File: src/rtl/lib_cpu_pkg.sv
// rtl/lib_cpu_pkg.sv - shared CPU package: controller state type and step counter width
package lib_cpu;

  typedef enum logic [1:0] {
    HALT  = 2'd0,
    RUN   = 2'd1,
    STEP  = 2'd2,
    BREAK = 2'd3
  } CTRL_STATE;

  localparam int STEP_CNT_W = 8;

  // HALT and BREAK both present the CPU as stopped to the board
  function automatic logic is_stopped(input CTRL_STATE s);
    return (s == HALT) || (s == BREAK);
  endfunction

endpackage

File: src/rtl/btn_debounce.sv
// rtl/btn_debounce.sv - button synchroniser, stable-level debouncer and press pulse generator
module btn_debounce #(
  parameter int DEBOUNCE_CYCLES = 240_000
) (
  input  logic clk,
  input  logic n_reset,
  input  logic btn,
  output logic press
);

  localparam int CNT_W = (DEBOUNCE_CYCLES > 1) ? $clog2(DEBOUNCE_CYCLES) : 1;
  localparam logic [CNT_W-1:0] CNT_LAST = CNT_W'(DEBOUNCE_CYCLES - 1);

  logic             sync1_q;
  logic             sync2_q;
  logic             level_q;
  logic             press_q;
  logic [CNT_W-1:0] cnt_q;

  // Two-flop synchroniser feeding a counter of consecutive samples that differ
  // from the accepted level; the level flips after DEBOUNCE_CYCLES of them and
  // only a 0->1 flip produces a press pulse.
  always_ff @(posedge clk) begin
    if (!n_reset) begin
      sync1_q <= 1'b0;
      sync2_q <= 1'b0;
      level_q <= 1'b0;
      press_q <= 1'b0;
      cnt_q   <= '0;
    end else begin
      sync1_q <= btn;
      sync2_q <= sync1_q;
      press_q <= 1'b0;
      if (sync2_q == level_q) begin
        cnt_q <= '0;
      end else if (cnt_q == CNT_LAST) begin
        level_q <= sync2_q;
        press_q <= sync2_q;
        cnt_q   <= '0;
      end else begin
        cnt_q <= cnt_q + CNT_W'(1);
      end
    end
  end

  assign press = press_q;

endmodule

File: src/rtl/cpu_step_ctrl.sv
// rtl/cpu_step_ctrl.sv - CPU execution sequencer (halt/run/step/breakpoint); step counter under CPU_STEP_COUNT_EN
module cpu_step_ctrl
  import lib_cpu::*;
#(
  parameter int CLK_DIV         = 12_000_000,
  parameter int DIV_FAST        = 1_200_000,
  parameter int DEBOUNCE_CYCLES = 240_000,
  parameter int IP_W            = 4
) (
  input  logic                  clk,
  input  logic                  n_reset,
  input  logic                  btn_run,
  input  logic                  btn_step,
  input  logic                  fast_sel,
  input  logic                  bp_en,
  input  logic [IP_W-1:0]       bp_addr,
  input  logic [IP_W-1:0]       cpu_ip,
  output logic                  cpu_en,
  output logic [1:0]            state,
  output logic                  halted,
  output logic [STEP_CNT_W-1:0] step_cnt
);

  localparam int PRE_MAX = (CLK_DIV > DIV_FAST) ? CLK_DIV : DIV_FAST;
  localparam int PRE_W   = (PRE_MAX > 1) ? $clog2(PRE_MAX) : 1;
  localparam logic [PRE_W-1:0] SLOW_LAST = PRE_W'(CLK_DIV - 1);
  localparam logic [PRE_W-1:0] FAST_LAST = PRE_W'(DIV_FAST - 1);

  logic             run_press;
  logic             step_press;
  CTRL_STATE        state_q, state_d;
  logic             cpu_en_q, cpu_en_d;
  logic             halted_q;
  logic             bp_skip_q, bp_skip_d;
  logic [PRE_W-1:0] pre_q, pre_d;
  logic [PRE_W-1:0] pre_last;
  logic             tick;
  logic             bp_hit;

  btn_debounce #(.DEBOUNCE_CYCLES(DEBOUNCE_CYCLES)) u_db_run (
    .clk     (clk),
    .n_reset (n_reset),
    .btn     (btn_run),
    .press   (run_press)
  );

  btn_debounce #(.DEBOUNCE_CYCLES(DEBOUNCE_CYCLES)) u_db_step (
    .clk     (clk),
    .n_reset (n_reset),
    .btn     (btn_step),
    .press   (step_press)
  );

  // A >= compare lets a rate switch to a shorter period tick at once
  assign pre_last = fast_sel ? FAST_LAST : SLOW_LAST;
  assign tick     = (pre_q >= pre_last);
  assign bp_hit   = bp_en && (cpu_ip == bp_addr) && !bp_skip_q;

  // Next state, next enable and prescaler/skip updates; run wins over step
  always_comb begin
    state_d   = state_q;
    cpu_en_d  = 1'b0;
    bp_skip_d = bp_skip_q;
    pre_d     = pre_q;
    case (state_q)
      HALT, BREAK: begin
        if (run_press) begin
          state_d   = RUN;
          bp_skip_d = 1'b1;
          pre_d     = '0;
        end else if (step_press) begin
          state_d  = STEP;
          cpu_en_d = 1'b1;
        end
      end
      STEP: begin
        state_d = HALT;
      end
      RUN: begin
        if (run_press) begin
          state_d = HALT;
        end else if (tick) begin
          pre_d = '0;
          if (bp_hit) begin
            state_d = BREAK;
          end else begin
            cpu_en_d  = 1'b1;
            bp_skip_d = 1'b0;
          end
        end else begin
          pre_d = pre_q + PRE_W'(1);
        end
      end
      default: begin
        state_d = HALT;
      end
    endcase
  end

  // Controller registers; all outputs come straight from flops
  always_ff @(posedge clk) begin
    if (!n_reset) begin
      state_q   <= HALT;
      cpu_en_q  <= 1'b0;
      halted_q  <= 1'b1;
      bp_skip_q <= 1'b0;
      pre_q     <= '0;
    end else begin
      state_q   <= state_d;
      cpu_en_q  <= cpu_en_d;
      halted_q  <= is_stopped(state_d);
      bp_skip_q <= bp_skip_d;
      pre_q     <= pre_d;
    end
  end

  assign cpu_en = cpu_en_q;
  assign state  = state_q;
  assign halted = halted_q;

`ifdef CPU_STEP_COUNT_EN
  logic [STEP_CNT_W-1:0] step_cnt_q, step_cnt_d;

  // Count executed instructions, holding at all-ones
  always_comb begin
    step_cnt_d = step_cnt_q;
    if (cpu_en_q && (step_cnt_q != '1)) begin
      step_cnt_d = step_cnt_q + STEP_CNT_W'(1);
    end
  end

  // Step counter register, cleared only by reset
  always_ff @(posedge clk) begin
    if (!n_reset) begin
      step_cnt_q <= '0;
    end else begin
      step_cnt_q <= step_cnt_d;
    end
  end

  assign step_cnt = step_cnt_q;
`else
  assign step_cnt = '0;
`endif

endmodule
File: config.mk
export PLATFORM = sky130hd
export DESIGN_NAME = cpu_step_ctrl
export DESIGN_NICKNAME = d
export VERILOG_FILES = /design/src/rtl/lib_cpu_pkg.sv /design/src/rtl/btn_debounce.sv /design/src/rtl/cpu_step_ctrl.sv
export SDC_FILE = /design/constraint.sdc
export NUM_CORES = 1
export LEC_CHECK = 0
export ABC_AREA = 1
export CORE_AREA = 5 5 96 116
export CTS_CLUSTER_DIAMETER = 30
export DETAILED_ROUTE_END_ITERATION = 10
export DIE_AREA = 0 0 101 121
export PLACE_DENSITY = 0.63
export SLEW_MARGIN = 25
export SYNTH_ARGS = -nofsm -noshare
export SYNTH_HDL_FRONTEND = slang
export SYNTH_SLANG_ARGS = --single-unit
export TNS_END_PERCENT = 20
File: constraint.sdc
create_clock -name clk -period 4 [get_ports clk]
set_input_delay 0.8 -clock clk [delete_from_list [all_inputs] [get_ports clk]]
set_output_delay 0.8 -clock clk [all_outputs]
set_load 0.02 [all_outputs]
Word-level counts from Yosys, hierarchy flattened --
Index checks and enable logic that the tools add are counted.
Storage, ports and cells: output and inout bits 12, word-level logic and storage cells 75, register bits after elaboration 73
Operators by class: multiplexer cells 22, reductions and logical operators 16, equal/unequal tests 13, bitwise operators 5, order comparisons 1, $add $sub $neg 3
Operator list (count):
- $mux W24 | 4
- $pmux W24 S2 | 1
- $add A18 B1 Y18 const B | 2
- $eq A18 B18 Y1 const B | 2
- $add A24 B1 Y24 const B | 1
- $ge A24 B24 Y1 | 1
- $reduce_or A3 Y1 | 4
- $mux W2 | 5
- $mux W1 | 9
- $eq A2 B2 Y1 const B | 3
- $ne A2 B2 Y1 const B | 3
- $pmux W2 S3 | 1
- $not A1 Y1 | 5
- $reduce_and A5 Y1 | 1
- $eq A4 B4 Y1 | 1
- $logic_not A2 Y1 | 2
- $pmux W1 S2 | 2
- $reduce_and A2 Y1 | 2
- $reduce_and A3 Y1 | 1
- $eq A1 B1 Y1 | 2
- $eq A2 B1 Y1 const B | 1
- $logic_and A1 B1 Y1 | 2
- $ne A2 B1 Y1 const B | 1
- $reduce_bool A2 Y1 | 1
- 3 further kinds | 3

Depth between registers and ports, before layout --
Gate-level depths: netlist of run 1.
depth after elaboration 9, mapped depth 15, depth with buffers taken out 15

Hierarchy --
From an unflattened synthesis of run 1, not the netlist that was laid out.
Second synthesis, totals: cell total of the unflattened synthesis 606, area, all modules 4162.7 um^2
Modules (own cells, without submodules):
- btn_debounce | area an instance 1074.8 um^2, cells each 154, times used 2
- cpu_step_ctrl | area an instance 2013.2 um^2, cells each 298, times used 1

Worst setup path before layout of run 1 --
OpenSTA, ideal clock, no wires.
path kind input to register, start input port fast_sel, end register pre_q[8], setup slack 1.911 ns, required time 3.927 ns, setup time 0.073 ns, arrival 2.016 ns, stages 11, cell sequence ha_1 nand3_1 nand2_1 nand2_1 nand2_1 nor2_2 nand3_2 o21ai_2 nand2_2 buf_6 nor3_2
Between the ends: word-level cells in the longest chain between the ends 5
Ends and longest elaborated chain:
- start, declared | line cpu_step_ctrl.sv:14 | input logic fast_sel,
- $mux W24 | line cpu_step_ctrl.sv:55 | assign pre_last = fast_sel ? FAST_LAST : SLOW_LAST;
- $ge A24 B24 Y1 | line cpu_step_ctrl.sv:56 | assign tick = (pre_q >= pre_last);
- $mux W24 | line cpu_step_ctrl.sv:82 | end else if (tick) begin
- $mux W24 | line cpu_step_ctrl.sv:80 | if (run_press) begin
- $pmux W24 S2 | line cpu_step_ctrl.sv:65 | case (state_q)
- end signal, assigned | line cpu_step_ctrl.sv:113 | pre_q <= pre_d;
- end, declared | line cpu_step_ctrl.sv:35 | logic [PRE_W-1:0] pre_q, pre_d;
No other way between the ends. The select of a mux whose other input is x is not followed. A chain may end at the register's enable or synchronous reset.

Worst setup path after layout of run 1 --
start input port fast_sel, end register pre_q[10]
Same word-level chain as after synthesis.

==> metrics.cfg, run 1 <==
[clock_tree]
root_buffer=clkbuf_16
path_clk_slew_ns=0.06
cts_buffer_depth=2
cts_tree=done
insertion_delay_ns=0.33
clkSinkCount=73
h-tree-depth=3
cts_hold_buf=0
cts_post_setup_buffers_inserted=0
cts_buffers=9
cts_resized=0

[floorplanning]
die_h_um=121
core_um2=9860
die_area_um2=12200
ios=26
die_width_um=101
initial_core_util_pct=40.4
core.rowCount=40

[power_and_ir_drop]
p_per_area_nw_per_um2=374
internal_power_w=0.00138
pwr-share-clk_pct=54.5
sw_frac_of_total_pct=19.8
leakagePower_nw=1.76
vdd_drop_max_v=0.000236
p_sw_w=0.000339
p_comb_share_pct=2.9
p_seq_share_pct=42.6

[synth]
ys_seq_area_share_pct=36.7
yosysTopAreaCellShare_pct=36.7
ys.warnings.count=0
syn-cell-area_um2=3980
synth_area_leaders=dfxtp_1 37%, nand2_1 11%, inv_1 7.7%
netlist_instances=562
syn_area_per_cell_um2=7.09
synth_area_leader_cell=dfxtp_1
synth_cell_type_count=42
synth-seq-cells=73

[setup_path]
critPathKind=input pin to flip-flop
r2r_cells=13
worstPathRequired_ns=4.25
path_common_cell=nor2_1
max_stage_delay_ns=0.69
crit_fanout=16
start_kind=input pin
crit_path_top_delay_cell=clkdlybuf4s50_1
worstSetupEndpointType=flip-flop
crit_chain=clkdlybuf4s50_1 -> inv_1 -> ha_1 -> inv_1 -> nor2_1 -> nor2_1 -> nor2_1 -> nor2_2 -> nand3_2 -> o21ai_2 -> nand2_2 -> nor3b_1
cp.arrival_ns=3.10

[timing]
clock.fmax_mhz=351
post-route-period-util_pct=71.3
fin_skew_ns=0.00823
report.final.slew_viol_count=0
rsz0062_at_grt=no
holdWs_ns=0.420
hold_violations=0
setup_viol=0
post-route-min-period_ns=2.85
fin_tns_setup_ns=0

[grt]
grt_max_degree=18
grt_pass1_vias=3361
grt_pass1_wl_um=14200
grt_usage_pct=14.2
gr-total-overflow=0
antenna_found_initial=0

[detailed_routing]
drt_iter0_markers=121
via_count=3470
ant_nets=0
wl_per_cell_um=11.4
firstDrtPassIters=5
drcViolationCount=0
avgViaCountPerCell=4.87
wirelength_um=8100

[worst_hold_path]
hold_class=flip-flop to flip-flop
hold_depth=2

[placed_design]
hpwlAfterDp_um=6030
gp_congestion=0.864
io_buffers=17

[cells_and_area]
layout_commonest_cell=nand2_1
n_antenna_cell=0
syn_to_final_growth_pct=15.2
drive_gt1_share_pct=8.69
final_cell_mix=116 x nand2_1, 82 x inv_1, 73 x dfxtp_1
layout.nets=610

[outcome]
status=finished clean

[run]
max-cap-violations=0

[per-layer routing]
metal / up-vias / track usage [%] / share of wire [%]
li1: 1828 / - / -
met1: 1578 / 16.4 / 43
met2: 45 / 24.7 / 51
met3: 19 / 3.05 / 3.2
met4: 0 / 6.57 / 2.5
met5: - / 0 / 0
[path summary, 6_finish.rpt]
check	startpoint	end	slack, ns
setup reg to reg	state[0]	pre_q[15]	1.83
hold / removal	u_db_run.sync1_q	u_db_run.sync2_q	0.42
setup / recovery	fast_sel	pre_q[10]	1.15
hold reg to reg	u_db_run.sync1_q	u_db_run.sync2_q	0.42
[cells by family after synthesis]
logic type | share of synthesized area [%]
adders and majority gates | 4.40
and+or+nand+nor | 35.8
AOI/OAI and AO/OA | 8.04
other | 0.0941
DFF | 36.7
xor gates and xnor gates | 4.18
buffers and inverters | 10.8
[Yosys cell counts, drive strengths merged]
cell    count
a211oi      2
a21oi      35
a31oi       2
and3        1
buf        14
clkbuf      2
conb        1
dfxtp      73
ha         14
inv        85
nand2     117
nand3      30
nand3b      1
nand4      18
nor2       81
nor3       28
nor3b      10
nor4        7
nor4b       1
o21a        4
o21ai      11
o21bai      1
o22ai       1
or2         4
xnor2       6
xor2       13
[area by class of cell]
| cell class | count | area [µm²] |
|---|---|---|
| fill | 972 | 5270 |
| multi-input combinational | 395 | 2120 |
| sequential | 73 | 1460 |
| inverter | 85 | 322 |
| clock buffer | 10 | 239 |
| timing repair buffer | 18 | 178 |
| tap | 126 | 158 |
| clock inverter | 6 | 114 |
[per-stage QoR]
| stage | setup WS (ns) | cells | utilization (%) | area [µm²] | power, W |
|---|---|---|---|---|---|
| floorplan | 1.91 | 569 | - | 4010 | 0.000783 |
| global placement | 0.895 | 697 | 43.0 | 4240 | 0.000795 |
| detailed placement | 0.795 | 697 | 43.0 | 4240 | 0.000797 |
| CTS | 1.14 | 713 | 46.6 | 4590 | 0.00174 |
| global route | 0.956 | 713 | 46.6 | 4590 | 0.00178 |
| finish | 1.15 | 713 | 46.6 | 4590 | 0.00172 |
[worst max-delay path: cells and delay by family]
kind | cells | cell delay, ns
AOI/OAI and AO/OA | 1 | 0.17
adders and majority gates | 1 | 0.33
and+or+nand+nor | 7 | 0.89
buffers and inverters | 3 | 0.90
[power groups by stage]
stage	clock network, W	registers (W)	logic, W
after detailed placement	0	0.000747	0.0000494
after CTS	0.000964	0.000731	0.0000495
after floorplan	0	0.000747	0.0000359
final	0.000936	0.000731	0.0000491
after global routing	0.000991	0.000731	0.0000552
after global placement	0	0.000747	0.0000478
[flip-flops by register name, summed over array words and instances, names as in the netlist, 2 cells and up]
| name | count |
|---|---|
| pre_q | 24 |
| state | 2 |
| u_db_run.cnt_q | 18 |
| u_db_step.cnt_q | 18 |
No activity file was read; power rests on OpenSTA's default activity.
==> run 2: changes to the inputs <==
--- a/config.mk
+++ b/config.mk
@@ -10,7 +10,7 @@
 export CTS_CLUSTER_DIAMETER = 30
 export DETAILED_ROUTE_END_ITERATION = 10
 export DIE_AREA = 0 0 101 121
-export PLACE_DENSITY = 0.63
+export PLACE_DENSITY = 0.65
 export SLEW_MARGIN = 25
 export SYNTH_ARGS = -nofsm -noshare
 export SYNTH_HDL_FRONTEND = slang
==> constraint.sdc (replaced) <==
create_clock -name clk -period 2.46 [get_ports clk]
set_input_delay 0.492 -clock clk [delete_from_list [all_inputs] [get_ports clk]]
set_output_delay 0.492 -clock clk [all_outputs]
set_load 0.02 [all_outputs]
==> metrics.cfg, run 2 (synthesis results as in run 1) <==
[setup_path]
crit_cells=13
max_stage_delay_ns=0.36
crit_path_top_delay_cell=dfxtp_1
crit_chain=inv_1 -> ha_1 -> inv_1 -> nor2_1 -> a21oi_2 -> inv_2 -> nor2_8 -> inv_4 -> nor2_4 -> nand3_2 -> nor2_2 -> xnor2_1 -> nor2_1
worstSetupEndpointType=flip-flop
start_kind=flip-flop
worstPathRequired_ns=2.67
crit_family=simple AND/OR/NAND/NOR gates
critPathKind=flip-flop to flip-flop
r2r_cells=13
critPathBufInv=4
crit_fanout=16
cp.arrival_ns=2.37

[detailed_routing]
drt_iter0_markers=144
firstDrtPassIters=4
wirelength_um=8130
ant_nets=0
wl_per_cell_um=11.3
avgViaCountPerCell=4.86
drcViolationCount=0
via_count=3494

[power_and_ir_drop]
vdd_drop_max_v=0.000331
p_per_area_nw_per_um2=615
leakagePower_nw=1.81

[timing]
fin_tns_setup_ns=0
post-route-min-period_ns=2.16
fin_skew_ns=0.00860
post-route-period-util_pct=87.7
report.final.slew_viol_count=0
clock.fmax_mhz=464
rsz0062_at_grt=no
hold_violations=0
setup_viol=0

[clock_tree]
insertion_delay_ns=0.33
root_buffer=clkbuf_16
clkSinkCount=73
cts_buffers=9
cts_tree=done
cts_post_setup_buffers_inserted=0
cts_buffer_depth=2
h-tree-depth=3
path_clk_slew_ns=0.06

[cells_and_area]
top_regs=pre_q x24, u_db_run.cnt_q x18, u_db_step.cnt_q x18
n_antenna_cell=0
layout_commonest_cell=nand2_1
largest_reg_flops=24
register_area_um2=1460
top_register=pre_q
final_cell_mix=116 x nand2_1, 82 x inv_1, 73 x dfxtp_1
fill_cells=954
drive_gt1_share_pct=9.61
syn_to_final_growth_pct=16.9
multiInputGateArea_um2=2120
stdcell_count=719
layout.nets=616

[run]
max-cap-violations=0

[floorplanning]
core.rowCount=40
die_width_um=101
core_um2=9860
die_area_um2=12200
ios=26
die_h_um=121
initial_core_util_pct=40.4

[worst_hold_path]
hold_class=flip-flop to flip-flop
hold_depth=2

[placed_design]
dp_cells=703
io_buffers=17
gp_congestion=0.903
hpwlAfterDp_um=6000

[grt]
grt_usage_pct=14.1
grt_pass1_vias=3305
antenna_found_initial=0
gr-total-overflow=0
grt_pass1_wl_um=14200
grt_max_degree=18

[outcome]
status=finished clean

[run 2: final timing paths]
path	start	end	slack (ns)
hold / removal	u_db_run.sync1_q	u_db_run.sync2_q	0.41
setup / recovery	state[0]	pre_q[15]	0.30
setup reg to reg	state[0]	pre_q[15]	0.30
hold reg to reg	u_db_run.sync1_q	u_db_run.sync2_q	0.41
[run 2: per-layer routing]
layer / wire (µm) / GRT usage [%]
met5: 0 / 0
met4: 221 / 7.32
met3: 225 / 2.70
met2: 4020 / 24.0
met1: 3670 / 16.7
[run 2: power by group]
group / leakage (nW) / internal [W] / switching [W]
clock: 0.176 / 0.00109 / 0.000499
sequential: 0.589 / 0.00119 / 0.00000250
combinational: 1.04 / 0.0000338 / 0.0000486
total: 1.81 / 0.00231 / 0.000550
[run 2: final cells by class]
class	count	share of cell area, %
inverter	85	6.90
clock inverter	7	3.04
timing repair buffer	24	4.84
tap	126	3.39
clock buffer	9	4.84
sequential	73	31.4
multi-input combinational	395	45.6
[run 2: through the flow]
stage | worst slack [ns] | power, W | util [%] | cell area, µm² | hold slack, ns
after floorplan | 0.506 | 0.00127 | - | 4010 | 0.390
after global placement | -0.217 | 0.00130 | 43.4 | 4280 | 0.403
after detailed placement | -0.317 | 0.00130 | 43.4 | 4280 | 0.398
after CTS | 0.0106 | 0.00290 | 47.2 | 4650 | 0.412
after global routing | 0.0859 | 0.00297 | 47.2 | 4660 | 0.435
final | 0.303 | 0.00286 | 47.2 | 4660 | 0.411
[run 2: tightest hold or removal path: stages (launching register included)]
cell and delay [ns]:
dfxtp_1 0.30, nand2_1 0.04, inv_1 0.04
[run 2: timing repair]
action                                  in CTS  in global routing
hold buffers                                 0                  0
gates resized for setup                      0                  2
hold endpoints to repair                     0                  0
endpoints found under the setup margin       0                 19
